**config.mk**
```make
export PLATFORM = sky130hd
export DESIGN_NAME = spdif_stereo_buffer
export DESIGN_NICKNAME = d
export VERILOG_FILES = /design/src/rtl/spdif_pkg.sv /design/src/rtl/spdif_pair_fifo.sv /design/src/rtl/spdif_stereo_buffer.sv
export SDC_FILE = /design/constraint.sdc
export NUM_CORES = 1
export LEC_CHECK = 0
export BUFFER_PORTS_ARGS = -buffer_cell sky130_fd_sc_hd__clkbuf_2
export CORE_MARGIN = 5
export CORE_UTILIZATION = 30
export CTS_CLUSTER_DIAMETER = 40
export CTS_CLUSTER_SIZE = 8
export DETAILED_ROUTE_END_ITERATION = 6
export PLACE_DENSITY = 0.52
export SLEW_MARGIN = 30
export SYNTH_ARGS = -nofsm -noshare
export SYNTH_HDL_FRONTEND = slang
export SYNTH_HIERARCHICAL = 1
export SYNTH_SLANG_ARGS = --single-unit
```
**constraint.sdc**
```tcl
create_clock -name clk -period 5.4 [get_ports clk]
set_input_delay 0.81 -clock clk [delete_from_list [all_inputs] [get_ports clk]]
set_output_delay 0.81 -clock clk [all_outputs]
set_load 0.005 [all_outputs]
```
**src/rtl/spdif_pkg.sv**
```systemverilog
// Shared types for the S/PDIF receiver back end: sample width, channel
// encoding of lrck and the stereo pair layout used by the pair FIFO.
package spdif_pkg;

  localparam int SAMPLE_W = 24;
  localparam int PAIR_W   = 2 * SAMPLE_W;

  localparam logic LRCK_LEFT  = 1'b0;
  localparam logic LRCK_RIGHT = 1'b1;

  typedef struct packed {
    logic [SAMPLE_W-1:0] left;
    logic [SAMPLE_W-1:0] right;
  } pair_t;

  typedef enum logic {
    WAIT_L = 1'b0,
    HAVE_L = 1'b1
  } pair_state_e;

endpackage

```
**src/rtl/spdif_pair_fifo.sv**
```systemverilog
// Synchronous first-word-fall-through FIFO of stereo pairs. A push while full
// is only accepted when the head leaves on the same edge; otherwise it is dropped.
module spdif_pair_fifo
  import spdif_pkg::*;
#(
  parameter int DEPTH = 8
) (
  input  logic                     clk,
  input  logic                     rst,
  input  logic                     push,
  input  logic [PAIR_W-1:0]        din,
  input  logic                     pop,
  output logic [PAIR_W-1:0]        dout,
  output logic                     full,
  output logic                     empty,
  output logic [$clog2(DEPTH):0]   level,
  output logic                     dropped
);

  localparam int AW = $clog2(DEPTH);

  logic [AW-1:0]     wr_ptr;
  logic [AW-1:0]     rd_ptr;
  logic [AW:0]       count;
  logic [PAIR_W-1:0] mem [DEPTH];
  logic              push_ok;
  logic              pop_ok;

  assign empty   = (count == '0);
  assign full    = (count == (AW+1)'(DEPTH));
  assign pop_ok  = pop && !empty;
  assign push_ok = push && (!full || pop_ok);
  assign dropped = push && !push_ok;
  assign level   = count;
  assign dout    = mem[rd_ptr];

  always_ff @(posedge clk or negedge rst) begin
    if (!rst) begin
      wr_ptr <= '0;
      rd_ptr <= '0;
      count  <= '0;
    end else begin
      if (push_ok) wr_ptr <= wr_ptr + AW'(1);
      if (pop_ok)  rd_ptr <= rd_ptr + AW'(1);
      case ({push_ok, pop_ok})
        2'b10:   count <= count + (AW+1)'(1);
        2'b01:   count <= count - (AW+1)'(1);
        default: count <= count;
      endcase
    end
  end

  // Storage carries no reset; the head is only observed while count is non-zero.
  always_ff @(posedge clk) begin
    if (push_ok) mem[wr_ptr] <= din;
  end

endmodule

```
**src/rtl/spdif_stereo_buffer.sv**
```systemverilog
// Pairs left/right subframes from the S/PDIF receiver into stereo samples,
// queues them and hands them to the mixer; orphans and overflow are counted.
module spdif_stereo_buffer
  import spdif_pkg::*;
#(
  parameter int DEPTH = 8,
  parameter int CNT_W = 8
) (
  input  logic                    clk,
  input  logic                    rst,
  input  logic [SAMPLE_W-1:0]     data_i,
  input  logic                    ack_i,
  input  logic                    lrck_i,
  input  logic                    locked_i,
  output logic [SAMPLE_W-1:0]     left_o,
  output logic [SAMPLE_W-1:0]     right_o,
  output logic                    valid_o,
  input  logic                    ready_i,
  output logic [$clog2(DEPTH):0]  level_o,
  output logic [CNT_W-1:0]        drop_cnt_o,
  output logic [CNT_W-1:0]        sync_err_cnt_o,
  output logic                    pair_state_o
);

  // Handshake: the head pair on left_o/right_o is transferred on every rising
  // edge where valid_o && ready_i; valid_o never drops without a transfer and
  // ready_i has no effect while valid_o is low.

  pair_state_e         state;
  logic [SAMPLE_W-1:0] held_left;
  logic [CNT_W-1:0]    drop_cnt;
  logic [CNT_W-1:0]    sync_err_cnt;

  logic                ack_live;
  logic                push;
  logic                sync_err;
  logic                fifo_full;
  logic                fifo_empty;
  logic                fifo_dropped;
  logic [PAIR_W-1:0]   fifo_dout;
  pair_t               push_pair;
  pair_t               head;

  assign ack_live = locked_i && ack_i;
  assign push     = ack_live && (state == HAVE_L) && (lrck_i == LRCK_RIGHT);
  assign sync_err = ack_live && (((state == WAIT_L) && (lrck_i == LRCK_RIGHT)) ||
                                 ((state == HAVE_L) && (lrck_i == LRCK_LEFT)));

  assign push_pair.left  = held_left;
  assign push_pair.right = data_i;

  always_ff @(posedge clk or negedge rst) begin
    if (!rst) begin
      state     <= WAIT_L;
      held_left <= '0;
    end else if (!locked_i) begin
      // Loss of lock abandons a half-built pair silently.
      state     <= WAIT_L;
      held_left <= '0;
    end else if (ack_i) begin
      case (state)
        WAIT_L: begin
          if (lrck_i == LRCK_LEFT) begin
            held_left <= data_i;
            state     <= HAVE_L;
          end
        end
        HAVE_L: begin
          if (lrck_i == LRCK_LEFT) begin
            held_left <= data_i;
          end else begin
            state <= WAIT_L;
          end
        end
        default: state <= WAIT_L;
      endcase
    end
  end

  always_ff @(posedge clk or negedge rst) begin
    if (!rst) begin
      drop_cnt     <= '0;
      sync_err_cnt <= '0;
    end else begin
      if (fifo_dropped && (drop_cnt != '1))  drop_cnt     <= drop_cnt + CNT_W'(1);
      if (sync_err && (sync_err_cnt != '1))  sync_err_cnt <= sync_err_cnt + CNT_W'(1);
    end
  end

  spdif_pair_fifo #(
    .DEPTH (DEPTH)
  ) u_fifo (
    .clk     (clk),
    .rst     (rst),
    .push    (push),
    .din     (push_pair),
    .pop     (ready_i),
    .dout    (fifo_dout),
    .full    (fifo_full),
    .empty   (fifo_empty),
    .level   (level_o),
    .dropped (fifo_dropped)
  );

  assign head    = fifo_dout;
  assign valid_o = !fifo_empty;
  assign left_o  = valid_o ? head.left  : '0;
  assign right_o = valid_o ? head.right : '0;

  assign drop_cnt_o     = drop_cnt;
  assign sync_err_cnt_o = sync_err_cnt;
  assign pair_state_o   = (state == HAVE_L);

endmodule

```
-- Word level (Yosys, flattened, before mapping)
Memory sizes are Yosys's and may differ from the RTL's.
Index checks and enable logic that the tools add are counted.
- bits in registers: 51
- RAM bits: 384
- input port bits: 30
- output and inout port bits: 70
- logic and storage cells: 53
- memories kept: 1
- memory list (memory ; depth ; bits a word ; rd ports ; clocked after memory_dff ; write ports ; line ; source):
    u_fifo.mem ; 8 ; 48 ; 1 ; 0 ; 1 ; spdif_pair_fifo.sv:25 ; logic [PAIR_W-1:0] mem [DEPTH];
- add/sub/neg operators: 6
- eq/ne operators: 7
- mux-type cells: 11
- bitwise logic cells: 2
- reduce and logical (&&, ||, !) cells: 19
- operators with widths (kind ; count):
    2-to-1 mux 24 bit ; 5
    adder 8 x 1 -> 8 bit, second input constant ; 2
    inequality test 8 bit, second input constant ; 2
    logical AND 1 bit ; 11
    case mux 4 bit (2 select lines) ; 1
    adder 3 x 1 -> 3 bit, second input constant ; 2
    2-to-1 mux 1 bit ; 5
    adder 4 x 1 -> 4 bit, second input constant ; 1
    == test 4 bit, second input constant ; 1
    zero test 4 bit ; 1
    inequality test 2 bit, second input constant ; 2
    subtractor 4 x 1 -> 4 bit, second input constant ; 1
    zero test 1 bit ; 3
    == test 2 x 1 -> 1 bit, second input constant ; 1
    == test 2 bit, second input constant ; 1
    logical OR 1 bit ; 2
    inverter 1 bit ; 2
    AND reduction 2 bit ; 1
    nonzero test 2 bit ; 1

-- Logic depth before layout (Yosys ltp)
- word-level depth: 8
- depth in mapped cells: 9
- mapped depth without buffers: 8

-- Cells and area by module
Netlist, hierarchy kept.
- by module, submodules not included (module ; times used ; cells each ; area an instance (sq um) ; sequential area each (sq um)):
    spdif_pair_fifo ; 1 ; 624 ; 15070.7 ; 11781.3
    spdif_stereo_buffer ; 1 ; 192 ; 2014.4 ; 1026.0

-- Least setup slack after synthesis
OpenSTA, ideal clock, no wires.
- kind: input to register
- start: input port ack_i
- end: memory u_fifo/mem[0][0] in the netlist's numbering, enable pin
- setup time: 0.572 ns
- arrival: 5.886 ns
- required time: 4.828 ns
- slack: -1.059 ns
- stages: 4
- buffers on the path: 0
- cell sequence: nand2_1 > nor2_1 > o21ai_4 > nor4_1
- cells in the longest elaborated chain, start to end: 6
- ends and longest elaborated chain (what ; line ; source):
    from (decl) ; spdif_stereo_buffer.sv:12 ; input logic ack_i,
    logical AND 1 bit ; spdif_stereo_buffer.sv:44 ; assign ack_live = locked_i && ack_i;
    logical AND 1 bit (2 in series) ; spdif_stereo_buffer.sv:45 ; assign push = ack_live && (state == HAVE_L) && (lrck_i == LRCK_RIGHT);
    via push ; spdif_stereo_buffer.sv:35 ; logic push;
    logical AND 1 bit ; spdif_pair_fifo.sv:32 ; assign push_ok = push && (!full || pop_ok);
    2-to-1 mux 1 bit ; spdif_pair_fifo.sv:55 ; if (push_ok) mem[wr_ptr] <= din;
    2-to-1 mux 1 bit (implied by the code) ; spdif_pair_fifo.sv:55 ;
    to (decl) ; spdif_pair_fifo.sv:25 ;
The timed path passes the listed nets, and every way through them passes these cells.

-- Final worst setup path
- start: register u_fifo.rd_ptr[0]
- end: output port left_o[10]
- cells in the longest elaborated chain, start to end: 2
- ends and longest elaborated chain (what ; line ; source):
    from (decl) ; spdif_pair_fifo.sv:23 ; logic [AW-1:0] rd_ptr;
    from (signal assigned) ; spdif_pair_fifo.sv:44 ; if (pop_ok) rd_ptr <= rd_ptr + AW'(1);
    memory read (8 x 48 bit) ; - ;
    via fifo_dout[34] ; spdif_stereo_buffer.sv:40 ; logic [PAIR_W-1:0] fifo_dout;
    2-to-1 mux 24 bit ; spdif_stereo_buffer.sv:107 ; assign left_o = valid_o ? head.left : '0;
    to (decl) ; spdif_stereo_buffer.sv:15 ; output logic [SAMPLE_W-1:0] left_o,
The timed path passes the listed nets, and every way through them passes these cells.

==> results.md <==
- The run finished with clean final reports.
- The maximum number of pins on one net before global-route repair is 54.
- The slowest stage of the critical path belongs to the cell sky130_fd_sc_hd__dfrtp_4.
- The area of the core region is 0.0564 mm².
- The die area is roughly 0.062 mm².
- The area of all placed cells without fillers is roughly 0.02 mm².
- The clock passes through at most 3 buffers.
- The via count of the first global-routing pass was roughly 9000.
- The worst setup path is launched from a flip-flop.
- Subtracting the final worst setup slack from the clock period gives between 3000 and 4000 ps.
- In this run the horizontal extent of the chip is about 250 µm.
- Buffers inserted to repair hold after CTS numbered 0.
- The kind of cell with the highest combined delay along the critical path is multiplexers.
- The post-synth net total is approximately 850.
- The number of antenna cells inserted is 0.
- The average via count per standard cell is about 4.7.
- On the worst path, the slowest cell contributes a delay of around 730 ps.
- The first global-routing pass estimated approximately 59 mm of wire.
- OpenSTA, run right after detailed placement, puts the worst setup slack at approximately 2000 ps.
- Overall power consumption after layout is estimated at 10.3 mW.
- STA puts the critical path data arrival time at ~3000 ps.
- The startpoint of the most critical register-to-register path is u_fifo/level[2].
- The number of antenna violations at the first check in global routing came to 1.
- The first-iteration detailed-routing DRC count is between 400 and 500.
- In the synthesized netlist, the number of instances is approximately 820.
- The worst slew margin relative to its limit is 0.363.
- The TritonCTS clock tree is yes.
- In this run the mean area of a mapped cell was about 21 µm².
- The area growth from synthesis to layout is 20.5%.
- The transition at the pin with the smallest max-transition slack is between 900 and 1000 ps.
- The overall overflow remaining after global route is 0.
- The initial core utilization is 0.303.
- Measured on the finished design, the core utilization comes to 0.365.
- The final count of negative-setup-slack endpoints is 0.
- The clock arrives with 16.3 ps of skew.
- In this run the power density over the cells is ~500 mW/mm².
- Once routing completed, OpenROAD measured the worst setup slack at around 1600 ps.
- The first-pass detailed-route iteration total is 4.
- Across the VDD grid, the largest voltage drop is between 0.0002 and 0.00025 V.
- Buffers inserted during clock tree synthesis total 66.
- The fmax is roughly 0.26 GHz.
- The worst setup path is captured at an output pin.
- The clock net sink count is around 440.
- The congestion estimate from routability-driven global placement came to a little over 0.7.
- The number of buffers inserted by port buffering is between 90 and 100.
- In this run the core area contains 87 standard-cell rows.
- In the routed design, unresolved DRC markers number 0.
- Summed over all failing endpoints, the final setup total negative slack is 0 ps.
- The number of placed I/O pins is 100.
- The total wirelength of the detailed-routed design is ~39 mm.
- The type of the worst min-delay path is in -> async.
- Post-CTS timing repair inserted 0 buffers for setup.
- The floorplan step set the die height to about 250 µm.
- The HPWL after detailed placement is 21.1 mm.
- The total count of hold-check failures in the final report is 0.
- The most critical setup path has its startpoint at u_fifo/rd_ptr[0].
- CTS built an H-tree with a depth of 3.
- The clock insertion delay at the later pin of the skew report is about 560 ps.
- The reg-to-reg endpoint is u_fifo/level[3].
- Data on the critical path is required at its endpoint by 4590 ps.
- The count of nets left with antenna violations once routing finished came out at 0.
- The average wire per cell in the routed design is around 22 µm.
- The count of final max-slew check failures is 0.
- The number of synthesis warnings is 6.
- The internal reg-to-reg setup slack is ~2300 ps.
- In the finished design, the share of the clock period the worst path needs comes to 0.707.
- Setup repair after global routing left no endpoint under its margin.
- The clock root buffer master is sky130_fd_sc_hd__clkbuf_16.
- The area after detailed placement is approximately 0.019 mm².
- The post-CTS resize count is 0.
- For this run, the total global-route usage over all layers was measured as 0.124.
- Clock-pin slew was measured on the worst setup and hold paths at 50 ps.
- The critical path buffer and inverter count is 2.
- Along the worst path, the maximum fanout reaches 24.
- The fraction of final layout cells with drive strength greater than 1 is 0.357.
- Across the run, the number of max-cap violations was 0.
- The path type of the worst setup path is reg -> out.
- Walking the worst path, the cells encountered are buf_4 -> mux4_2 -> mux2_2 -> nor2b_1 -> clkbuf_2.
- The total standard cell area after synthesis is approximately 0.017 mm².
- The leakage dissipation is 6.98 nW.
- The number of cell instances on the worst register-to-register path is 7.
- After the last flow step, the layout net total stands at 1000.
- The routed layout has slightly above 8000 vias.
[worst max-delay path by stage]
stage                                   to  cells past startpoint
after floorplan           u_fifo/mem[1][0]                      4
after global placement          left_o[12]                      5
after detailed placement   u_fifo/level[3]                      9
after CTS                       left_o[12]                      5
after global routing            left_o[12]                      5
final                           left_o[10]                      5
[cell type report]
type,instances,area [µm²]
Clock inverter,7,88.8
Multi-Input combinational cell,331,4110
Tap cell,756,946
Timing Repair Buffer,118,704
Inverter,10,37.5
Sequential cell,435,12800
Fill cell,5293,35800
Clock buffer,109,1880
[where the power goes]
part           switching (mW)  total, mW  internal, mW  leakage, nW
sequential              0.321       4.08          3.76         4.16
clock                    1.37       3.81          2.44        0.940
combinational            1.08       2.44          1.36         1.88
[cell usage in the layout, fill, tap and decap left out, types with 4 or more instances in the layout]
cell type and instances:
sky130_fd_sc_hd__nor3b_1 4, sky130_fd_sc_hd__dfrtp_1 48, sky130_fd_sc_hd__buf_4 13, sky130_fd_sc_hd__nor2_4 4
sky130_fd_sc_hd__mux4_2 96, sky130_fd_sc_hd__buf_12 5, sky130_fd_sc_hd__nand2b_1 5, sky130_fd_sc_hd__nor3_2 4
sky130_fd_sc_hd__nor2b_1 48, sky130_fd_sc_hd__inv_1 10, sky130_fd_sc_hd__nand3_1 7, sky130_fd_sc_hd__edfxtp_1 384
sky130_fd_sc_hd__nor2_1 9, sky130_fd_sc_hd__ha_1 7, sky130_fd_sc_hd__nand2_1 16, sky130_fd_sc_hd__a21oi_1 7
sky130_fd_sc_hd__xnor2_1 9, sky130_fd_sc_hd__clkbuf_2 99, sky130_fd_sc_hd__mux2_2 55, sky130_fd_sc_hd__clkbuf_1 40
sky130_fd_sc_hd__clkbuf_16 69, sky130_fd_sc_hd__a22o_1 24
[per-stage QoR]
stage	cells	hold slack, ps
2_1_floorplan	815	506
5_1_grt	1766	352
3_5_place_dp	1650	519
6_report	1766	319
4_1_cts	1766	321
3_3_place_gp	1649	513
[registers in the layout (all words and copies together) (netlist names)]
| signal | flops |
|---|---|
| u_fifo/rd_ptr | 3 |
| u_fifo/level | 4 |
| sync_err_cnt_o | 8 |
| held_left | 24 |
| drop_cnt_o | 8 |
| u_fifo/mem | 384 |
| pair_state_o | 1 |
| u_fifo/wr_ptr | 3 |
[layer usage]
metal  GRT usage  wire (µm)  up-vias  part of all wire
li1            -          -     3643                 -
met1       0.172      17600     4396              0.46
met2       0.199      18500      206              0.48
met3      0.0303       1780       66             0.046
met4      0.0303        702        2             0.018
met5           0         11        -           0.00028
Power figures use the tool's default switching activity.
